==> src/rtl/button_monitor_debounced_pkg.sv <==
// Shared types and helpers for the debounced button monitor: per-channel FSM
// state encoding and a counter-width helper that never returns zero.
package button_monitor_debounced_pkg;

  typedef enum logic [1:0] {
    ST_IDLE    = 2'd0,
    ST_PRESSED = 2'd1,
    ST_HELD    = 2'd2,
    ST_REPEAT  = 2'd3
  } chan_state_t;

  // Width needed to count 0..value-1, at least one bit.
  function automatic int clog2_min1(input int value);
    return (value <= 2) ? 1 : $clog2(value);
  endfunction

endpackage

==> src/rtl/button_channel.sv <==
// One key channel: two-flop synchroniser, polarity normalisation, debounce
// counter, and press/hold/repeat FSM producing registered one-cycle pulses.
module button_channel
  import button_monitor_debounced_pkg::*;
#(
  parameter bit ACTIVE_LOW      = 1'b1,
  parameter int DEBOUNCE_CYCLES = 50000,
  parameter int HOLD_CYCLES     = 25000000,
  parameter bit REPEAT_EN       = 1'b1,
  parameter int REPEAT_CYCLES   = 5000000
) (
  input  logic i_clk,
  input  logic i_rst_n,
  input  logic i_key,
  output logic o_state,
  output logic o_press,
  output logic o_release,
  output logic o_hold
);

  localparam int DB_W   = clog2_min1(DEBOUNCE_CYCLES + 1);
  localparam int HOLD_W = clog2_min1(HOLD_CYCLES);
  localparam int REP_W  = clog2_min1(REPEAT_CYCLES);
  localparam logic [DB_W-1:0]   DB_LAST   = DB_W'(DEBOUNCE_CYCLES - 1);
  localparam logic [HOLD_W-1:0] HOLD_LAST = HOLD_W'(HOLD_CYCLES - 1);
  localparam logic [REP_W-1:0]  REP_LAST  = REP_W'(REPEAT_CYCLES - 1);

  logic              r_sync1;
  logic              r_sync2;
  logic [DB_W-1:0]   r_db_cnt;
  logic              r_state;
  chan_state_t       r_fsm;
  chan_state_t       w_fsm_nxt;
  logic [HOLD_W-1:0] r_hold_cnt;
  logic [HOLD_W-1:0] w_hold_cnt_nxt;
  logic [REP_W-1:0]  r_rep_cnt;
  logic [REP_W-1:0]  w_rep_cnt_nxt;
  logic              r_press;
  logic              r_release;
  logic              r_hold;
  logic              w_press_nxt;
  logic              w_release_nxt;
  logic              w_hold_nxt;
  logic              w_level;
  logic              w_differs;
  logic              w_accept;
  logic              w_acc_press;
  logic              w_acc_release;

  // Synchroniser resets to the idle raw level so reset release is silent.
  always_ff @(posedge i_clk or negedge i_rst_n) begin
    if (!i_rst_n) begin
      r_sync1 <= ACTIVE_LOW;
      r_sync2 <= ACTIVE_LOW;
    end else begin
      r_sync1 <= i_key;
      r_sync2 <= r_sync1;
    end
  end

  assign w_level       = r_sync2 ^ ACTIVE_LOW;
  assign w_differs     = (w_level != r_state);
  assign w_accept      = w_differs && (r_db_cnt == DB_LAST);
  assign w_acc_press   = w_accept && !r_state;
  assign w_acc_release = w_accept && r_state;

  // Final count edge toggles the level instead of reaching DEBOUNCE_CYCLES.
  always_ff @(posedge i_clk or negedge i_rst_n) begin
    if (!i_rst_n) begin
      r_db_cnt <= '0;
      r_state  <= 1'b0;
    end else if (!w_differs) begin
      r_db_cnt <= '0;
    end else if (w_accept) begin
      r_db_cnt <= '0;
      r_state  <= ~r_state;
    end else begin
      r_db_cnt <= r_db_cnt + 1'b1;
    end
  end

  always_ff @(posedge i_clk or negedge i_rst_n) begin
    if (!i_rst_n) begin
      r_fsm      <= ST_IDLE;
      r_hold_cnt <= '0;
      r_rep_cnt  <= '0;
      r_press    <= 1'b0;
      r_release  <= 1'b0;
      r_hold     <= 1'b0;
    end else begin
      r_fsm      <= w_fsm_nxt;
      r_hold_cnt <= w_hold_cnt_nxt;
      r_rep_cnt  <= w_rep_cnt_nxt;
      r_press    <= w_press_nxt;
      r_release  <= w_release_nxt;
      r_hold     <= w_hold_nxt;
    end
  end

  always_comb begin
    w_fsm_nxt      = r_fsm;
    w_hold_cnt_nxt = r_hold_cnt;
    w_rep_cnt_nxt  = r_rep_cnt;
    if (w_acc_release) begin
      w_fsm_nxt      = ST_IDLE;
      w_hold_cnt_nxt = '0;
      w_rep_cnt_nxt  = '0;
    end else begin
      case (r_fsm)
        ST_IDLE: begin
          if (w_acc_press) begin
            w_fsm_nxt      = ST_PRESSED;
            w_hold_cnt_nxt = '0;
            w_rep_cnt_nxt  = '0;
          end
        end
        ST_PRESSED: begin
          if (r_hold_cnt == HOLD_LAST) begin
            w_fsm_nxt      = REPEAT_EN ? ST_REPEAT : ST_HELD;
            w_hold_cnt_nxt = '0;
            w_rep_cnt_nxt  = '0;
          end else begin
            w_hold_cnt_nxt = r_hold_cnt + 1'b1;
          end
        end
        ST_REPEAT: begin
          if (r_rep_cnt == REP_LAST) w_rep_cnt_nxt = '0;
          else                       w_rep_cnt_nxt = r_rep_cnt + 1'b1;
        end
        ST_HELD: ;
        default: w_fsm_nxt = ST_IDLE;
      endcase
    end
  end

  // A release on the same edge suppresses any hold or repeat pulse.
  always_comb begin
    w_press_nxt   = 1'b0;
    w_release_nxt = w_acc_release;
    w_hold_nxt    = 1'b0;
    if (!w_acc_release) begin
      case (r_fsm)
        ST_IDLE:    w_press_nxt = w_acc_press;
        ST_PRESSED: w_hold_nxt  = (r_hold_cnt == HOLD_LAST);
        ST_REPEAT:  w_press_nxt = (r_rep_cnt == REP_LAST);
        default:    ;
      endcase
    end
  end

  assign o_state   = r_state;
  assign o_press   = r_press;
  assign o_release = r_release;
  assign o_hold    = r_hold;

endmodule

==> src/rtl/button_monitor_debounced.sv <==
// Debounced multi-key monitor: WIDTH independent channels, each giving a clean
// level plus press, release, long-press and auto-repeat pulses.
module button_monitor_debounced
  import button_monitor_debounced_pkg::*;
#(
  parameter int WIDTH           = 4,
  parameter bit ACTIVE_LOW      = 1'b1,
  parameter int DEBOUNCE_CYCLES = 50000,
  parameter int HOLD_CYCLES     = 25000000,
  parameter bit REPEAT_EN       = 1'b1,
  parameter int REPEAT_CYCLES   = 5000000
) (
  input  logic             clock,
  input  logic             reset,
  input  logic [WIDTH-1:0] key,
  output logic [WIDTH-1:0] keyState,
  output logic [WIDTH-1:0] keyPress,
  output logic [WIDTH-1:0] keyRelease,
  output logic [WIDTH-1:0] keyHold
);

  for (genvar gi = 0; gi < WIDTH; gi++) begin : g_ch
    button_channel #(
      .ACTIVE_LOW      (ACTIVE_LOW),
      .DEBOUNCE_CYCLES (DEBOUNCE_CYCLES),
      .HOLD_CYCLES     (HOLD_CYCLES),
      .REPEAT_EN       (REPEAT_EN),
      .REPEAT_CYCLES   (REPEAT_CYCLES)
    ) u_ch (
      .i_clk     (clock),
      .i_rst_n   (reset),
      .i_key     (key[gi]),
      .o_state   (keyState[gi]),
      .o_press   (keyPress[gi]),
      .o_release (keyRelease[gi]),
      .o_hold    (keyHold[gi])
    );
  end

endmodule

==> config.mk <==
export PLATFORM = sky130hd
export DESIGN_NAME = button_monitor_debounced
export DESIGN_NICKNAME = d
export VERILOG_FILES = /design/src/rtl/button_monitor_debounced_pkg.sv /design/src/rtl/button_channel.sv /design/src/rtl/button_monitor_debounced.sv
export SDC_FILE = /design/constraint.sdc
export NUM_CORES = 1
export LEC_CHECK = 0
export ABC_AREA = 1
export CORE_UTILIZATION = 61
export CTS_BUF_LIST = sky130_fd_sc_hd__clkbuf_4
export DETAILED_ROUTE_END_ITERATION = 10
export PLACE_DENSITY = 0.88
export SYNTH_ARGS = -nofsm -noshare
export SYNTH_HDL_FRONTEND = slang
export SYNTH_SLANG_ARGS = --single-unit
==> constraint.sdc <==
create_clock -name clock -period 2.39 [get_ports clock]
set_input_delay 0.478 -clock clock [delete_from_list [all_inputs] [get_ports clock]]
set_output_delay 0.478 -clock clock [all_outputs]
set_load 0.02 [all_outputs]
# After elaboration in Yosys (flattened, before gate mapping)
# Cells that the tools add are included.
# Widths: inputs -> output; s select.
# totals
register_bits	288
output_inout_bits	16
word_cells	212
# op_classes
addsub	12
n_eq_ne	32
n_mux	76
bitwise_logic	8
n_reduce_logical	44
# op_table
cell	count
$mux 23	16
$mux 25	12
$pmux 23 s3	4
$pmux 25 s2	4
$mux 16	8
$add 25x1->25 const B	4
$eq 25x25->1 const B	4
$add 23x1->23 const B	4
$eq 23x23->1 const B	4
$add 16x1->16 const B	4
$eq 16x16->1 const B	4
$mux 2	12
$ne 3x1->1 const B	8
$reduce_and 3->1	8
$pmux 2 s2	4
$reduce_and 2->1	8
$reduce_bool 4->1	4
$logic_and 1x1->1	12
$mux 1	12
$reduce_bool 3->1	4
$eq 2x1->1 const B	4
$eq 2x2->1 const B	4
$logic_not 2->1	4
$not 1->1	8
other kinds (3)	12

# Depth between registers and ports, before layout
# logic_depth
ltp_word	7
ltp_mapped	14

# Cells and area by module
# From an unflattened synthesis, not the netlist that was laid out.
# hier_totals
cells_unflattened	2870
hier_area_um2	19200.9
# modules_own_cells
mod	n_inst	cells_per_inst	area_per_inst_um2
button_channel (g_ch[0].u_ch ...)	3	711	4790.8
button_channel (g_ch[3].u_ch)	1	737	4828.4

# Least setup slack after synthesis
# Ideal clock, no wire load.
# synth_path
path_kind	reg2reg
start	reg g_ch[1].u_ch.r_hold_cnt[0]
end	reg g_ch[1].u_ch.r_rep_cnt[11]
setup_time_ns	0.116
t_arrival_ns	1.676
t_required_ns	2.274
slack_ns	0.598
path_stages_with_launch	13
cell_sequence	dfrtp_1 > ha_1 > nand2_1 > nor2_2 > nand3_1 > nor2_1 > nand2_2 > nand2_1 > nor2_1 > nor2_4 > buf_6 > nand2_1 > nand2_1
# synth_via
elab_chain_len	3
# synth_lines
element	line_no	text
from (decl)	button_channel.sv:34	logic [HOLD_W-1:0] r_hold_cnt;
from (signal assigned)	button_channel.sv:92	r_hold_cnt <= w_hold_cnt_nxt;
$eq 25x25->1	button_channel.sv:118	if (r_hold_cnt == HOLD_LAST) begin
$ne 3x1->1 (no source line)	-	
$reduce_and 3->1 (no source line)	-	
to (signal assigned)	button_channel.sv:93	r_rep_cnt <= w_rep_cnt_nxt;
to (decl)	button_channel.sv:36	logic [REP_W-1:0] r_rep_cnt;
# Every way passes these cells.
# A chain may end at the register's enable or synchronous reset.

# Worst setup path after layout
# layout_path
start	reg g_ch[2].u_ch.r_state
end	out keyState[2]
# layout_rtl
element	line_no	text
from (decl)	button_channel.sv:31	logic r_state;
from (signal assigned)	button_channel.sv:76	r_state <= ~r_state;
to (decl)	button_monitor_debounced.sv:16	output logic [WIDTH-1:0] keyState,
# No word-level cell between the ends.

==> flow_summary.rst <==
.. list-table::
   :header-rows: 1

   * - Metric
     - Value
   * - Crit path buffers/inverters
     - 1
   * - Leading cell type in the layout, fill and taps excluded
     - sky130_fd_sc_hd__nand2_1
   * - Worst Skew
     - 0.0433 ns
   * - Fillcell total
     - 2,660
   * - Clock sinks
     - approximately 290
   * - Switching power share of the total
     - 24.1%
   * - Slew Viols, Final
     - 0
   * - Worst slew pin tran
     - around 0.68 ns
   * - Net count after synthesis
     - just under 3,000
   * - Int Pwr
     - 7.30 mW
   * - Predominant post-synthesis flop cell
     - sky130_fd_sc_hd__dfrtp_1
   * - Total iterations of the first detailed-routing run
     - 6
   * - FF-to-FF End
     - g_ch[1].u_ch.r_rep_cnt[10]
   * - Number of enable flip-flop cells after synthesis
     - 0
   * - # nets final
     - 2,950
   * - Number of hold violations in the final report
     - 0
   * - Area Growth Syn to Fin
     - 8.33%
   * - Number of cells after detailed placement
     - 3,233
   * - Maximum number of pins on one net before global-route repair
     - 60
   * - Final wirelength
     - around 44 mm
   * - Crit path arrival time
     - 1.83 ns
   * - Die Area
     - 0.0318 mm²
   * - CP Max Fanout
     - 7
   * - Global-route wire length before repair
     - 76.6 mm
   * - Utilization of the core after routing
     - 67.1%
   * - Most used cells in the layout excluding fill and tap cells
     - sky130_fd_sc_hd__nand2_1 (950), sky130_fd_sc_hd__nor2_1 (510), sky130_fd_sc_hd__inv_1 (311), sky130_fd_sc_hd__dfrtp_1 (278), sky130_fd_sc_hd__nand3_1 (212)
   * - Area of the core region
     - 0.0306 mm²
   * - Top Ports
     - 22
   * - Routed length per instance
     - 13.1 µm
   * - Minimum clock period
     - 2.31 ns
   * - CTS tree
     - yes
   * - Power share of the clock group
     - between 40% and 50%
   * - Gate power share
     - approximately 2.0%
   * - Via count of the first global-routing pass
     - 17,258
   * - Clock root buffer
     - sky130_fd_sc_hd__clkbuf_4
   * - Kind of path behind the tightest hold check
     - in -> reg
   * - Post-route clock period utilization
     - slightly below 100%
   * - Mapped cell area
     - 0.0190 mm²
   * - Routed Antenna Nets
     - 0
   * - Normalized max-slew margin
     - 54.4%
   * - Endpoint of the worst hold path
     - g_ch[3].u_ch.r_sync1
   * - Power Density
     - 469 mW/mm²
   * - Peak supply drop
     - 0.000406 V
   * - R2R cell count
     - 11
   * - Fraction of layout cells with a size suffix above 1
     - 8.19%
   * - Power share of the sequential group
     - 51.1%
   * - Post-DR vias/cell
     - 5.38
   * - Upper clock frequency limit
     - approximately 430 MHz
   * - GRT Util Overall
     - 28.9%
   * - RSZ-0062 raised after global routing
     - false
   * - Distinct cells, synth
     - 46
   * - Clock tree buffer depth
     - 3
   * - Clock transition at the register clock pins on the worst setup and hold paths after CTS
     - 0.06 ns
   * - Count of endpoints failing setup in the final report
     - 0
   * - Req. time, crit path
     - 1.91 ns
   * - Post-Syn Instances
     - 2,856
   * - Post-synthesis average cell area
     - between 6 and 7 µm²
   * - Path type of the worst setup path
     - reg -> out
   * - Max incr delay on CP
     - 0.64 ns
   * - Sequence of cells on the critical path
     - clkdlybuf4s50_1
   * - Run status
     - finished clean
   * - Clock latency at the later pin of the worst-skew pair
     - between 0.7 and 0.8 ns
   * - Sequential cell area fraction in the yosys report
     - 38.1%
   * - Number of vias after detailed routing
     - 18,170
   * - DR DRC count
     - 0
   * - Iter 0 DRT Violations
     - 1,393
   * - Register bit total from synthesis
     - 288
   * - Count of max-cap constraint violations
     - 0
   * - Kind of launch point of the worst setup path
     - register
   * - Instance count along the most critical hold path
     - 1
   * - Chip height
     - around 180 µm
   * - Non-Filler Instances
     - roughly 3,400
   * - Kind of cell adding the most delay to the critical path
     - buffers and inverters
   * - Final total negative setup slack
     - 0 ns
   * - Number of input and output port buffers inserted
     - 21
   * - Cell row count
     - 64
   * - Critical path endpoint category
     - output pin
   * - Worst r2r src
     - g_ch[1].u_ch.r_rep_cnt[0]
   * - Syn. warnings
     - 0
   * - Die Span X
     - 178 µm
   * - Last weighted congestion value of the routability-driven placer
     - roughly 0.97
   * - Power spent charging and discharging nets
     - 2.32 mW
   * - Cell with the biggest individual delay on the critical path
     - sky130_fd_sc_hd__clkdlybuf4s50_1
   * - Ys async rst share
     - 100%
   * - Clock buffers created by TritonCTS
     - 80
   * - Gr ovfl total
     - 0
   * - Number of levels the H-tree was split into
     - 3
   * - Detailed-placement wirelength estimate
     - 31.4 mm
   * - Initial core utilization
     - between 60 and 70%
   * - Startpoint of the worst hold path
     - key[3]
   * - Slack of the worst reg-to-reg path
     - around 0.19 ns
   * - Number of setup buffers added after CTS
     - 0
   * - Static power due to leakage
     - 9.28 nW
   * - Number of antenna violations at the first check in global routing
     - 1
sequential cells by signal (all words and copies together), names as in the netlist, 8 cells and up:
signal,flops
g_ch.u_ch.r_rep_cnt,92
g_ch.u_ch.r_db_cnt,64
g_ch.u_ch.r_fsm,8
g_ch.u_ch.r_hold_cnt,100
power by group through the flow:
stage | Sequential, mW | Combinational, mW | Clock (mW)
final | 4.92 | 0.193 | 4.51
after detailed placement | 5.01 | 0.199 | 0
after global routing | 4.92 | 0.227 | 4.89
after CTS | 4.92 | 0.202 | 4.65
after floorplan | 5.01 | 0.0531 | 0
after global placement | 5.01 | 0.195 | 0
per-layer routing:
layer  track usage (%)  wire [µm]  up-vias
met5                 0          0        -
met4              10.6        977        0
met3              5.41       2810       91
met2              47.9      20900      584
met1              37.7      19700     8394
li1                  -          -     9101
synth_stat cells (all sizes together) (2+ instances only):
library cell  number  area share (%)
a21oi             14            0.37
ha                24             1.6
or2               15            0.50
a31oi              3           0.099
nor4               9            0.30
nor3              63             1.7
nor2             533              11
xnor2             23             1.1
nand2            964              19
and2               4            0.13
clkinv             3           0.059
nand4             80             2.8
nand3            222             6.1
dfstp              8             1.1
buf               58             2.2
clkbuf            13            0.26
nand3b             4            0.16
and3               2           0.066
inv              325             6.4
o21a               5            0.20
o21bai             3            0.12
o21ai             99             2.7
dfrtp            280              37
nor3b              7            0.28
o2111ai            3            0.14
xor2              87             4.1
final cells by class:
cell class / count / area, µm² / share of cell area (%)
Antenna cell: 2 / 5.00 / 0.0244
Clock buffer: 117 / 878 / 4.28
Clock inverter: 23 / 120 / 0.585
Inverter: 328 / 1230 / 6.00
Multi-Input combinational cell: 2169 / 10000 / 48.9
Sequential cell: 288 / 7220 / 35.2
Tap cell: 396 / 495 / 2.41
Timing Repair Buffer: 53 / 534 / 2.60
worst max path at each step:
stage / cells after the start / to / start / slack (ns)
2_1_floorplan: 12 / g_ch[1].u_ch.r_rep_cnt[11] / g_ch[1].u_ch.r_hold_cnt[0] / 0.60
3_3_place_gp: 12 / g_ch[3].u_ch.r_rep_cnt[7] / g_ch[3].u_ch.r_hold_cnt[0] / 0.30
3_5_place_dp: 9 / g_ch[3].u_ch.r_hold_cnt[6] / g_ch[3].u_ch.r_db_cnt[0] / 0.22
4_1_cts: 1 / keyState[0] / g_ch[0].u_ch.o_state / 0.01
5_1_grt: 1 / keyState[2] / g_ch[2].u_ch.o_state / 0.004
6_report: 1 / keyState[2] / g_ch[2].u_ch.o_state / 0.08
through the flow:
step	power, mW	hold WS (ns)	area, µm²	worst slack (ns)
3_5_place_dp	5.21	0.347	19500	0.224
4_1_cts	9.78	0.101	20500	0.00957
6_report	9.63	0.155	20500	0.0781
2_1_floorplan	5.06	0.182	19000	0.598
3_3_place_gp	5.21	0.346	19500	0.301
5_1_grt	10.0	0.104	20500	0.00422
kinds of logic (layout without fill, tap and decap cells):
family | count (synthesis) | after routing | synth area share (%)
other | 0 | 2 | 0
AOI/OAI and AO/OA | 131 | 131 | 3.78
adders and majority gates | 24 | 24 | 1.58
and+or+nand+nor | 1904 | 1904 | 42.5
DFF | 288 | 288 | 38.1
buffers and inverters | 399 | 521 | 8.91
xor gates and xnor gates | 110 | 110 | 5.12
repair_timing:
| item | CTS | global route |
|---|---|---|
| hold endpoints to repair | 64 | 0 |
| hold buffers | 1 | 0 |
| gates resized for setup | 3 | 1 |
| setup endpoints to repair | 3 | 1 |
(Power assumes the default switching activity.)
